$ cat src/rtl/icache_assoc_pkg.sv
// Shared types for the set-associative instruction cache: word type, FSM state
// encoding and the fill line-address builder.
package icache_assoc_pkg;

    typedef logic [31:0] word_t;

    typedef enum logic {
        IDLE = 1'b0,
        FILL = 1'b1
    } icache_state_t;

    // Rebuilds a byte address from tag/index/word-offset fields for a given geometry.
    function automatic word_t line_addr(input word_t tag, input word_t idx, input word_t ofs,
                                        input int unsigned ob, input int unsigned ib);
        return (tag << (ib + ob + 2)) | (idx << (ob + 2)) | (ofs << 2);
    endfunction

endpackage

$ cat src/rtl/icache_assoc_if.sv
// Fetch-side and memory-side bundle of the instruction cache plus its counters.
interface icache_assoc_if;
    import icache_assoc_pkg::*;

    logic  imemREN;
    word_t imemaddr;
    logic  ihit;
    word_t imemload;
    logic  flush;
    logic  iREN;
    word_t iaddr;
    logic  iwait;
    word_t iload;
    word_t hit_count;
    word_t miss_count;

    modport slave (
        input  imemREN, imemaddr, flush, iwait, iload,
        output ihit, imemload, iREN, iaddr, hit_count, miss_count
    );

    modport master (
        output imemREN, imemaddr, flush, iwait, iload,
        input  ihit, imemload, iREN, iaddr, hit_count, miss_count
    );

endinterface

$ cat src/rtl/icache_assoc_way.sv
// One cache way: per-set valid bit, tag and BLKWORDS-word line, with a
// combinational lookup port and a single-word fill write port.
module icache_assoc_way
    import icache_assoc_pkg::*;
#(
    parameter int SETS     = 8,
    parameter int BLKWORDS = 2,
    parameter int TAGW     = 26,
    parameter int IDXW     = 3,
    parameter int OFSW     = 1
) (
    input  logic            CLK,
    input  logic            RST,
    input  logic            clr,
    input  logic [IDXW-1:0] rd_idx,
    input  logic [TAGW-1:0] rd_tag,
    input  logic [OFSW-1:0] rd_ofs,
    output logic            match,
    output word_t           rdata,
    input  logic            wr_en,
    input  logic [IDXW-1:0] wr_idx,
    input  logic [OFSW-1:0] wr_ofs,
    input  word_t           wr_data,
    input  logic            fin,
    input  logic [TAGW-1:0] fin_tag
);
    localparam int AW = $clog2(SETS * BLKWORDS);

    logic [SETS-1:0] valid;
    logic [TAGW-1:0] tags [SETS];
    word_t           data [SETS*BLKWORDS];
    logic [AW-1:0]   rd_a;
    logic [AW-1:0]   wr_a;

    assign rd_a = AW'(rd_idx) * AW'(BLKWORDS) + AW'(rd_ofs);
    assign wr_a = AW'(wr_idx) * AW'(BLKWORDS) + AW'(wr_ofs);

    // Invalidation beats a completing fill in the same cycle.
    always_ff @(posedge CLK) begin
        if (RST || clr) valid <= '0;
        else if (fin)   valid[wr_idx] <= 1'b1;
    end

    always_ff @(posedge CLK) begin
        if (wr_en) data[wr_a] <= wr_data;
        if (fin)   tags[wr_idx] <= fin_tag;
    end

    assign match = valid[rd_idx] && (tags[rd_idx] == rd_tag);
    assign rdata = data[rd_a];

endmodule

$ cat src/rtl/icache_assoc.sv
// N-way set-associative instruction cache with multi-word line fill, flush,
// round-robin replacement per set and saturating hit/miss counters.
module icache_assoc
    import icache_assoc_pkg::*;
#(
    parameter int SETS     = 8,
    parameter int WAYS     = 2,
    parameter int BLKWORDS = 2
) (
    input logic           CLK,
    input logic           RST,
    icache_assoc_if.slave bus
);
    localparam int OB   = $clog2(BLKWORDS);
    localparam int IB   = $clog2(SETS);
    localparam int TAGW = 30 - OB - IB;
    localparam int OFSW = (OB > 0) ? OB : 1;
    localparam int WW   = (WAYS > 1) ? $clog2(WAYS) : 1;

    icache_state_t   state, next_state;
    logic [IB-1:0]   req_idx, fill_idx;
    logic [TAGW-1:0] req_tag, fill_tag;
    logic [OFSW-1:0] req_ofs, cnt;
    logic [WW-1:0]   victim;
    logic [WW-1:0]   rr [SETS];
    logic [WAYS-1:0] way_hit;
    word_t           way_data [WAYS];
    logic            any_hit, lookup, miss, step, last, fin;
    word_t           hit_cnt, miss_cnt;

    function automatic word_t sat_inc(input word_t v);
        return (v == 32'hFFFF_FFFF) ? v : v + 32'd1;
    endfunction

    function automatic logic [WW-1:0] next_ptr(input logic [WW-1:0] p);
        return (WAYS == 1) ? '0 : WW'((int'(p) + 1) % WAYS);
    endfunction

    // Block offset masks to zero when a line is a single word.
    assign req_ofs = OFSW'((bus.imemaddr >> 2) & word_t'(BLKWORDS - 1));
    assign req_idx = IB'(bus.imemaddr >> (2 + OB));
    assign req_tag = TAGW'(bus.imemaddr >> (2 + OB + IB));

    assign any_hit = |way_hit;
    assign lookup  = (state == IDLE) && bus.imemREN && !bus.flush;
    assign miss    = lookup && !any_hit;
    assign step    = (state == FILL) && !bus.iwait;
    assign last    = step && (cnt == OFSW'(BLKWORDS - 1));
    assign fin     = last && !bus.flush;

    for (genvar w = 0; w < WAYS; w++) begin : g_way
        logic sel;
        assign sel = (victim == WW'(w));
        icache_assoc_way #(
            .SETS(SETS), .BLKWORDS(BLKWORDS), .TAGW(TAGW), .IDXW(IB), .OFSW(OFSW)
        ) u_way (
            .CLK(CLK), .RST(RST), .clr(bus.flush),
            .rd_idx(req_idx), .rd_tag(req_tag), .rd_ofs(req_ofs),
            .match(way_hit[w]), .rdata(way_data[w]),
            .wr_en(step && sel), .wr_idx(fill_idx), .wr_ofs(cnt), .wr_data(bus.iload),
            .fin(fin && sel), .fin_tag(fill_tag)
        );
    end

    always_ff @(posedge CLK) begin
        if (RST) state <= IDLE;
        else     state <= next_state;
    end

    always_comb begin
        next_state = state;
        case (state)
            IDLE:    if (miss) next_state = FILL;
            FILL:    if (bus.flush || last) next_state = IDLE;
            default: next_state = IDLE;
        endcase
    end

    always_comb begin
        bus.ihit     = 1'b0;
        bus.imemload = '0;
        bus.iREN     = 1'b0;
        bus.iaddr    = '0;
        case (state)
            IDLE: begin
                bus.ihit = lookup && any_hit;
                for (int w = 0; w < WAYS; w++)
                    if (lookup && way_hit[w]) bus.imemload = way_data[w];
            end
            FILL: begin
                bus.iREN  = 1'b1;
                bus.iaddr = line_addr(word_t'(fill_tag), word_t'(fill_idx), word_t'(cnt), OB, IB);
            end
            default: ;
        endcase
    end

    always_ff @(posedge CLK) begin
        if (RST)       cnt <= '0;
        else if (miss) cnt <= '0;
        else if (step) cnt <= cnt + OFSW'(1);
    end

    // Fill target captured at the miss; the fetch port is free to change afterwards.
    always_ff @(posedge CLK) begin
        if (miss) begin
            fill_idx <= req_idx;
            fill_tag <= req_tag;
            victim   <= rr[req_idx];
        end
    end

    always_ff @(posedge CLK) begin
        if (RST) begin
            for (int s = 0; s < SETS; s++) rr[s] <= '0;
        end else if (fin) begin
            rr[fill_idx] <= next_ptr(rr[fill_idx]);
        end
    end

    always_ff @(posedge CLK) begin
        if (RST) begin
            hit_cnt  <= '0;
            miss_cnt <= '0;
        end else begin
            if (bus.ihit) hit_cnt  <= sat_inc(hit_cnt);
            if (miss)     miss_cnt <= sat_inc(miss_cnt);
        end
    end

    assign bus.hit_count  = hit_cnt;
    assign bus.miss_count = miss_cnt;

endmodule

$ cat src/flat_wrapper.sv
// flat-port wrapper written by rule: the top's interface ports become plain ports
module icache_assoc_flat import icache_assoc_pkg::*;
#(
    parameter int SETS     = 8,
    parameter int WAYS     = 2,
    parameter int BLKWORDS = 2
)
  (CLK, RST, bus_imemREN, bus_imemaddr, bus_flush, bus_iwait, bus_iload, bus_ihit, bus_imemload, bus_iREN, bus_iaddr, bus_hit_count, bus_miss_count);
  icache_assoc_if bus_i ();
  input logic CLK;
  input logic RST;
  input wire logic [$bits(bus_i.imemREN)-1:0] bus_imemREN;
  input wire logic [$bits(bus_i.imemaddr)-1:0] bus_imemaddr;
  input wire logic [$bits(bus_i.flush)-1:0] bus_flush;
  input wire logic [$bits(bus_i.iwait)-1:0] bus_iwait;
  input wire logic [$bits(bus_i.iload)-1:0] bus_iload;
  output wire logic [$bits(bus_i.ihit)-1:0] bus_ihit;
  output wire logic [$bits(bus_i.imemload)-1:0] bus_imemload;
  output wire logic [$bits(bus_i.iREN)-1:0] bus_iREN;
  output wire logic [$bits(bus_i.iaddr)-1:0] bus_iaddr;
  output wire logic [$bits(bus_i.hit_count)-1:0] bus_hit_count;
  output wire logic [$bits(bus_i.miss_count)-1:0] bus_miss_count;
  assign bus_i.imemREN = bus_imemREN;
  assign bus_i.imemaddr = bus_imemaddr;
  assign bus_i.flush = bus_flush;
  assign bus_i.iwait = bus_iwait;
  assign bus_i.iload = bus_iload;
  assign bus_ihit = bus_i.ihit;
  assign bus_imemload = bus_i.imemload;
  assign bus_iREN = bus_i.iREN;
  assign bus_iaddr = bus_i.iaddr;
  assign bus_hit_count = bus_i.hit_count;
  assign bus_miss_count = bus_i.miss_count;
  icache_assoc #(.SETS(SETS), .WAYS(WAYS), .BLKWORDS(BLKWORDS)) u_core (.CLK(CLK), .RST(RST), .bus(bus_i));
endmodule
$ cat config.mk
export PLATFORM = sky130hd
export DESIGN_NAME = icache_assoc_flat
export DESIGN_NICKNAME = d
export VERILOG_FILES = /design/src/rtl/icache_assoc_pkg.sv /design/src/rtl/icache_assoc_if.sv /design/src/rtl/icache_assoc_way.sv /design/src/rtl/icache_assoc.sv /design/src/flat_wrapper.sv
export SDC_FILE = /design/constraint.sdc
export NUM_CORES = 1
export LEC_CHECK = 0
export CORE_ASPECT_RATIO = 0.9
export CORE_UTILIZATION = 50
export CTS_CLUSTER_DIAMETER = 80
export DETAILED_ROUTE_END_ITERATION = 16
export GPL_TIMING_DRIVEN = 1
export PLACE_DENSITY = 0.65
export SLEW_MARGIN = 10
export SYNTH_ARGS = -nofsm -noshare
export SYNTH_HDL_FRONTEND = slang
export SYNTH_SLANG_ARGS = --single-unit
$ cat constraint.sdc
create_clock -name CLK -period 7.1 [get_ports CLK]
set_input_delay 1.065 -clock CLK [delete_from_list [all_inputs] [get_ports CLK]]
set_output_delay 1.065 -clock CLK [all_outputs]
set_load 0.02 [all_outputs]
==> Word-level counts from Yosys, hierarchy flattened <==
Memories as Yosys holds them, arrays and structs flattened. A register that Yosys moved wholly into a read port is not among the register bits.
Cells that the tools add are included.
{ "totals": {"inputBits": 69, "output_inout_bits": 130, "n_memories": 5, "ramBits": 1448, "register_bits": 111, "elab_cells": 92} }
{ "memory_table": {"columns": ["name", "words", "word_bits", "read_ports", "rd_ports_with_merged_regs", "wr", "line_no", "rtl"], "rows": [
  ["u_core.g_way[0].u_way.data", 16, 32, 1, 0, 1, "icache_assoc_way.sv:31", "word_t data [SETS*BLKWORDS];"],
  ["u_core.g_way[1].u_way.data", 16, 32, 1, 0, 1, "icache_assoc_way.sv:31", null],
  ["u_core.g_way[0].u_way.tags", 8, 26, 1, 0, 1, "icache_assoc_way.sv:30", "logic [TAGW-1:0] tags [SETS];"],
  ["u_core.g_way[1].u_way.tags", 8, 26, 1, 0, 1, "icache_assoc_way.sv:30", null],
  ["u_core.rr", 8, 1, 2, 2, 8, "icache_assoc.sv:25", "logic [WW-1:0] rr [SETS];"]
]} }
{ "classes": {"bitwise": 8, "eq_ne": 4, "magnitude_cmp": 3, "muxes": 32, "reduce_logical": 26, "addsub": 6} }
{ "ops": {"columns": ["cell", "count"], "rows": [
  ["$mux W32", 4],
  ["$add A32 B1 Y32 const B", 2],
  ["$eq A32 B32 Y1 const B", 2],
  ["$eq A26 B26 Y1", 2],
  ["$or A32 B3 Y32", 1],
  ["$or A32 B6 Y32", 1],
  ["$mux W1", 22],
  ["$logic_and A1 B1 Y1", 16],
  ["$or A8 B8 Y8", 2],
  ["$add A4 B1 Y4", 2],
  ["$lt A3 B4 Y1 const B", 2],
  ["$bmux W1 S3", 2],
  ["$mux W3", 2],
  ["$not A1 Y1", 4],
  ["$reduce_and A2 Y1", 2],
  ["$reduce_or A2 Y1", 2],
  ["$demux W1 S3", 1],
  ["$ge A3 B1 Y1 const B", 1],
  ["$logic_not A1 Y1", 3],
  ["$add A1 B1 Y1 const B", 2],
  ["$logic_or A1 B1 Y1", 2],
  ["$pmux W1 S2", 1],
  ["$reduce_or A1 Y1", 1]
]} }

==> Longest topological paths before layout <==
Gate-level depths: netlist (run 1).
{ "logic_depth": {"word_depth": 9, "depth_mapped": 17, "ltp_nobuf": 9} }

==> Modules after synthesis <==
A second synthesis (run 1) with hierarchy kept.
{ "hier_totals": {"cells_unflattened": 2829, "area_unflattened_um2": 60924.7} }
{ "modules_own_cells": {"columns": ["mod", "seq_area_each_um2", "cells_per_inst", "area_each_um2", "instances"], "rows": [
  ["icache_assoc_way", 21780.9, 1123, 27705.3, 2],
  ["icache_assoc", 2522.4, 583, 5514.0, 1]
]} }

==> Worst setup path after synthesis (run 1) <==
OpenSTA, ideal clock, no wires.
{ "synth_path": {"path_kind": "in2out", "startpoint": "input bus_imemaddr[4]", "endpoint": "output bus_imemload[10]", "arrival_time_ns": 4.381, "stages": 13, "path_buffers": 10, "required_ns": 6.035, "path_slack_ns": 1.654, "path_cell_list": "buf_6 > buf_12 > buf_12 > buf_6 > buf_4 > buf_4 > buf_2 > clkbuf_1 > buf_1 > clkbuf_1 > mux4_2 > mux4_2 > mux2_2"} }
{ "synth_via": {"elab_chain_len": 7, "elab_cells_between_ends": 18, "classes_between": "add/sub: 1; eq/ne: 2; mux: 7; reduce/logical: 4; memory: 4"} }
{ "synth_rtl": {"columns": ["element", "line_no", "rtl"], "rows": [
  ["start: declaration", "flat_wrapper.sv:13", "input wire logic [$bits(bus_i.imemaddr)-1:0] bus_imemaddr;"],
  ["branches (longest 5 deep; another with $mem_v2 Z16 W32)", null, null],
  ["$mux W32 (*)", "icache_assoc.sv:88", "if (lookup && way_hit[w]) bus.imemload = way_data[w];"],
  ["$mux W32 (*)", "icache_assoc.sv:84", "case (state)"],
  ["end: declaration", "flat_wrapper.sv:18", "output wire logic [$bits(bus_i.imemload)-1:0] bus_imemload;"]
]} }
Every way passes the cells marked *. The select of a mux whose other input is x is not followed.

==> Final worst setup path (run 1) <==
{ "layout_path": {"startpoint": "input bus_imemaddr[4]", "endpoint": "output bus_imemload[6]"} }
The elaborated chain is that of the path after synthesis.

==> metrics, run 1 <==
outcome complete, no violations; area leader, netlist edfxtp_1; clock root buffer clkbuf_16; Routed WL about 140000 µm; I/O Pins 199; Synth area leaders edfxtp_1, mux4_2, dfxtp_1; Sink Count 1563; Final setup viols 0; share of synthesized registers carrying an async set or reset 0%; Post-Syn Area between 0.06 and 0.07 mm²; # DRC 0; number of synthesized flops with an enable pin around 1500; layout cells sized above 1 25.0%; internal reg-to-reg setup slack roughly 2.7 ns; post-DR vias/cell ~6.1; 1st-iter DRT viols approximately 3200; hold_buf cts 0; sequential area share after synthesis about three quarters; total gr overflow 0; largest net degree at the start of global routing between 70 and 80; Initial Utilization 50.7%; CP startpoint bus_imemaddr[4]; overall power 19100 µW; reg2reg start u_core.g_way[0].u_way.tags[7][11]; Overall Global Routing Usage about a quarter; WL/cell approximately 29 µm; Fmax achieved 151 MHz; Slew Limit Headroom between 20% and 30%; minimum clock period approximately 6.6 ns; Internal 15200 µW; DIE AREA between 0.1 and 0.15 mm²; global-route wire length before repair between 200000 and 250000 µm; Synth Flop Type edfxtp_1; vias in the first global route between 30000 and 40000; Pre-Repair DR Iteration Count 5; combinational cell fraction of total power under 10%; vias between 30000 and 40000; Skew-Pair Late Insertion Delay between 0.7 and 0.8 ns; maximum VDD drop 0.273 mV; post-CTS setup buffers 0; worst-path fanout max 43; FF-to-FF path depth 9; WHS 0.468 ns; Post-DRT Antenna Nets 0; Pwr per Cell Area between 200 and 300 mW/mm²; Place WS roughly 0.64 ns; startpoint types input port; Worst Path Arrival 5.54 ns; Clock power frac 42.8%; max cap viols 0; Setup Crit Path Kind in -> out; Syn Area/Cell between 20 and 25 µm²; clk buf depth 3; Tcrit/Tclk final between 90% and 100%; Final Max Tran Viols 0; CTS tree yes; CP Capture Type output pin; final setup margin between 0.4 and 0.5 ns; Critical Path RT 6.03 ns; most common cell after layout, fill and taps aside edfxtp_1; yosys warns 0; sw frac around 20%; clock slew at reported path FFs 0.06 ns; post-cts resize count 0; Yosys top cell area share 71.9%; antenna violations before repair 7; Fin Setup TNS 0 ns; RR Endpoint u_core.bus.hit_count[18]; Psw roughly 3900 µW; worst slew pin tran roughly 1.1 ns; Yosys reg bits 1563; Final Wtd Congestion 0.843; Leak roughly 0.023 µW; htree depth 4; Clock Skew about 0.025 ns; HP Class reg -> reg; DP HPWL about 81000 µm; Die W 372 µm; row cnt approximately 120; Num CTS Buffers 155; RSZ-0062 raised after global routing false; synthesized instance count roughly 3000; sequential share of power about 53%; Worst setup endpoint bus_imemload[6]; PortBufs 194; post-layout net count approximately 3300; Die H 335 µm; final hold vios 0; Core Area ~0.12 mm²; area grow syn2layout 15.2%; Synth cell types 76; commonest non-fill, non-tap cells in the layout edfxtp_1, mux4_2, clkdlybuf4s50_1
-- how the worst min path moves through the flow --
| stage | from | endpoint | depth (start not counted) |
|---|---|---|---|
| finish | u_core.g_way[0].u_way.valid[3] | u_core.g_way[0].u_way.valid[3] | 1 |
| global route | u_core.g_way[0].u_way.valid[7] | u_core.g_way[0].u_way.valid[7] | 1 |
| CTS | u_core.g_way[0].u_way.valid[6] | u_core.g_way[0].u_way.valid[6] | 1 |
| detailed placement | u_core.g_way[1].u_way.valid[4] | u_core.g_way[1].u_way.valid[4] | 1 |
| global placement | u_core.g_way[1].u_way.valid[5] | u_core.g_way[1].u_way.valid[5] | 1 |
| floorplan | u_core.g_way[0].u_way.valid[4] | u_core.g_way[0].u_way.valid[4] | 1 |
-- cell type report --
| type | count | area [µm²] |
|---|---|---|
| Fill cell | 8722 | 50600 |
| Sequential cell | 1563 | 46100 |
| Multi-Input combinational cell | 1247 | 15100 |
| Clock buffer | 190 | 4160 |
| Timing Repair Buffer | 284 | 2720 |
| Tap cell | 1599 | 2000 |
| Clock inverter | 92 | 915 |
| Inverter | 20 | 75.1 |
| Antenna cell | 3 | 7.51 |
-- worst max-delay path, stage by stage --
cell	delay (ns)
buf_8	0.39
and2_1	0.60
a22oi_1	0.22
a21o_1	0.20
a2111oi_0	0.53
nand4_1	0.50
nor4_1	0.55
nand2b_2	0.15
buf_12	0.22
nor2b_1	0.19
mux2_2	0.19
clkdlybuf4s50_1	0.61
-- synthesized netlist by cell type (all sizes together) (31+ instances only) --
master,count
mux4,382
and2,41
nor2,104
nand3,37
dfxtp,85
nor2b,58
a21oi,48
mux2,71
and3,37
mux2i,115
buf,57
nand2,31
edfxtp,1478
clkbuf,107
-- metal layers --
| layer | GRT usage, % | share of wire, % |
|---|---|---|
| met5 | 0 | 0.028 |
| met4 | 7.03 | 2.4 |
| met3 | 3.36 | 5.8 |
| met2 | 38.7 | 50 |
| met1 | 32.3 | 42 |
-- cells by family after synthesis --
logic type	synth area share [%]
compound gates	2.22
other cells	0.00607
mux	17.1
simple gates	4.04
xor+xnor	0.497
buf+inv	1.45
fa+ha+maj	0.0405
flops	74.6
-- power groups by stage --
stage | Combinational, µW | Sequential, µW | Clock [µW]
final | 788 | 10100 | 8160
after global routing | 841 | 10100 | 8640
after global placement | 773 | 10300 | 0
after floorplan | 494 | 10300 | 0
after detailed placement | 794 | 10300 | 0
after CTS | 798 | 10100 | 8290
-- through the flow --
stage,area (µm²),utilization [%],instances
after floorplan,61700,-,2994
after global placement,66000,54.2,4713
after detailed placement,66000,54.2,4713
after CTS,71100,58.4,4995
after global routing,71100,58.4,4997
final,71100,58.4,4998
-- flip-flops by register name (all words and copies together), names as in the netlist, 3 cells and up, named ones only --
signal	cells
u_core.bus.hit_count	32
u_core.bus.miss_count	32
u_core.fill_idx	3
u_core.fill_tag	26
u_core.g_way.u_way.data	1024
u_core.g_way.u_way.tags	416
u_core.g_way.u_way.valid	16
u_core.rr	8
No activity file was read; power rests on OpenSTA's default activity.
==> run 2: changes to the inputs <==
--- a/config.mk
+++ b/config.mk
@@ -11,6 +11,7 @@
 export DETAILED_ROUTE_END_ITERATION = 16
 export GPL_TIMING_DRIVEN = 1
 export PLACE_DENSITY = 0.65
+export RECOVER_POWER = 50
 export SLEW_MARGIN = 10
 export SYNTH_ARGS = -nofsm -noshare
 export SYNTH_HDL_FRONTEND = slang
==> run 2 against run 1 <==
Net effect:
- the flow now finishes with violations (max-capacitance violations, max-slew violations)
- maximum frequency up 0.75%
- hold slack about the same
- sequential share of layout area up 0.071 points
- non-clock buffer count unchanged
- first-iteration DRC count down 4.7%
- sequential power about the same
- critical path depth unchanged
- core utilization down 0.064 points
- clock power about the same
- critical path type unchanged
- largest cell class unchanged
- largest power group unchanged
==> metrics, run 2 (synthesis results as in run 1) <==
outcome finished with violations (was complete, no violations); failing checks max-capacitance violations, max-slew violations; Routed WL 144000 µm (about the same); Initial Utilization 50.7% (unchanged); CP max stage cell clkdlybuf4s50_1 (unchanged); post-cts resize count 0 (unchanged); Skew-Pair Late Insertion Delay 0.77 ns (about the same); WL/cell 28.8 µm (about the same); RSZ-0062 raised after global routing false (unchanged); Slew Limit Headroom -74.2% (was 24.7%); startpoint types input port (unchanged); vias in the first global route 31500 (unchanged); Final setup viols 0 (unchanged); Core Area 0.122 mm² (unchanged); Num CTS Buffers 155 (unchanged); global-route wire length before repair 210000 µm (unchanged); Setup Crit Path Kind in -> out (unchanged); area grow syn2layout 15.0% (was 15.2%); HP Class reg -> reg (unchanged); worst path buffer plus inverter count 3 (unchanged); Final Wtd Congestion 0.843 (unchanged); clk buf depth 3 (unchanged); hold_buf cts 0 (unchanged); post-CTS setup buffers 0 (unchanged); Top Registers u_core.g_way.u_way.data x1024, u_core.g_way.u_way.tags x416 (unchanged); CP Capture Type output pin (unchanged); worst-path fanout max 43 (unchanged); Clock Skew 0.0276 ns (was 0.0253 ns); Post-DRT Antenna Nets 0 (unchanged); # DRC 0 (unchanged); Sink Count 1563 (unchanged); commonest non-fill, non-tap cells in the layout edfxtp_1, mux4_2, clkbuf_16 (was edfxtp_1, mux4_2, clkdlybuf4s50_1); WHS 0.468 ns (about the same); worst slew pin tran 2.61 ns (was 1.13 ns); max cap viols 9 (was 0); maximum VDD drop 0.271 mV (was 0.273 mV); post-DR vias/cell 6.12 (was 6.13); vias 30600 (about the same); I/O Pins 199 (unchanged); Fmax achieved 152 MHz (was 151 MHz); crit-path max cell delay 0.61 ns (about the same); most common cell after layout, fill and taps aside edfxtp_1 (unchanged); CTS tree yes (unchanged); Overall Global Routing Usage 23.3% (unchanged); Fin Setup TNS 0 ns (unchanged); max reg flops 1024 (unchanged); minimum clock period 6.56 ns (was 6.61 ns); crit path cell chain buf_8 -> and2_1 -> a22oi_1 -> a21o_1 -> a2111oi_0 -> nand4_1 -> nor4_1 -> nand2b_2 -> buf_12 -> nor2b_1 -> mux2_2 -> clkdlybuf4s50_1 (unchanged); post-layout net count 3342 (unchanged); largest net degree at the start of global routing 72 (unchanged); DP HPWL 80800 µm (unchanged); Pwr per Cell Area 268 mW/mm² (about the same); row cnt 121 (unchanged); clock root buffer clkbuf_16 (unchanged); Leak 0.0225 µW (about the same); Die H 335 µm (unchanged); largest reg by FF count u_core.g_way.u_way.data (unchanged); clock slew at reported path FFs 0.06 ns (about the same); PortBufs 194 (unchanged); layout cells sized above 1 24.6% (was 25.0%); DIE AREA 0.125 mm² (unchanged); crit-path leading delay family simple AND/OR/NAND/NOR gates (unchanged); final hold vios 0 (unchanged); Critical Path RT 6.03 ns (about the same); Pre-Repair DR Iteration Count 5 (unchanged); Final Max Tran Viols 151 (was 0); htree depth 4 (unchanged); total gr overflow 0 (unchanged); 1st-iter DRT viols 3079 (was 3230); Tcrit/Tclk final 92.4% (was 93.1%); Worst Path Arrival 5.49 ns (was 5.54 ns); antenna violations before repair 10 (was 7); Die W 372 µm (unchanged)
==> run 2: cell types whose count changed in the layout (fill, tap and decap cells not counted), sizes merged <==
cell	before	now
dlygate4sd3	0	60
clkdlybuf4s50	183	123
buf	101	99
clkbuf	190	192
==> run 2: per-stage QoR <==
| step | util [%] | power [µW] | setup WS (ns) | cells | cell area [µm²] |
|---|---|---|---|---|---|
| 2_1_floorplan | - | 10800 | 1.65 | 2994 | 61700 |
| 3_5_place_dp | 54.2 | 11100 | 0.643 | 4713 | 66000 |
| 3_3_place_gp | 54.2 | 11100 | 0.717 | 4713 | 66000 |
| 6_report | 58.3 | 19100 | 0.540 | 4998 | 71000 |
| 4_1_cts | 58.4 | 19200 | 0.560 | 4995 | 71100 |
| 5_1_grt | 58.3 | 19600 | 0.231 | 4997 | 71000 |
==> run 2: power by group <==
part / internal (µW) / leakage [µW] / switching, µW
Combinational: 343 / 0.00607 / 437
Sequential: 10100 / 0.0140 / 33.0
Clock: 4750 / 0.00247 / 3410
==> run 2: layer usage <==
| layer | share of wire [%] | GRT usage, % |
|---|---|---|
| met1 | 41 | 32.3 |
| met5 | 0.028 | 0 |
| met3 | 5.8 | 3.36 |
| met4 | 2.4 | 7.03 |
| met2 | 50 | 38.7 |
==> run 2: layout make-up <==
cell class                      count  area (µm²)
Antenna cell                        3        7.51
Sequential cell                  1563       46100
Fill cell                        8735       50700
Tap cell                         1599        2000
Multi-Input combinational cell   1247       15100
Inverter                           20        75.1
Timing Repair Buffer              284        2710
Clock buffer                      190        4160
Clock inverter                     92         915
==> run 2: final timing paths <==
kind	to	slack, ns	depth (start not counted)	from
max reg2reg	u_core.g_way[1].u_way.data[11][31]	2.01	6	u_core.state
min	u_core.g_way[1].u_way.valid[6]	0.47	1	u_core.g_way[1].u_way.valid[6]
min reg2reg	u_core.g_way[1].u_way.valid[6]	0.47	1	u_core.g_way[1].u_way.valid[6]
max	bus_imemload[6]	0.54	12	bus_imemaddr[4]
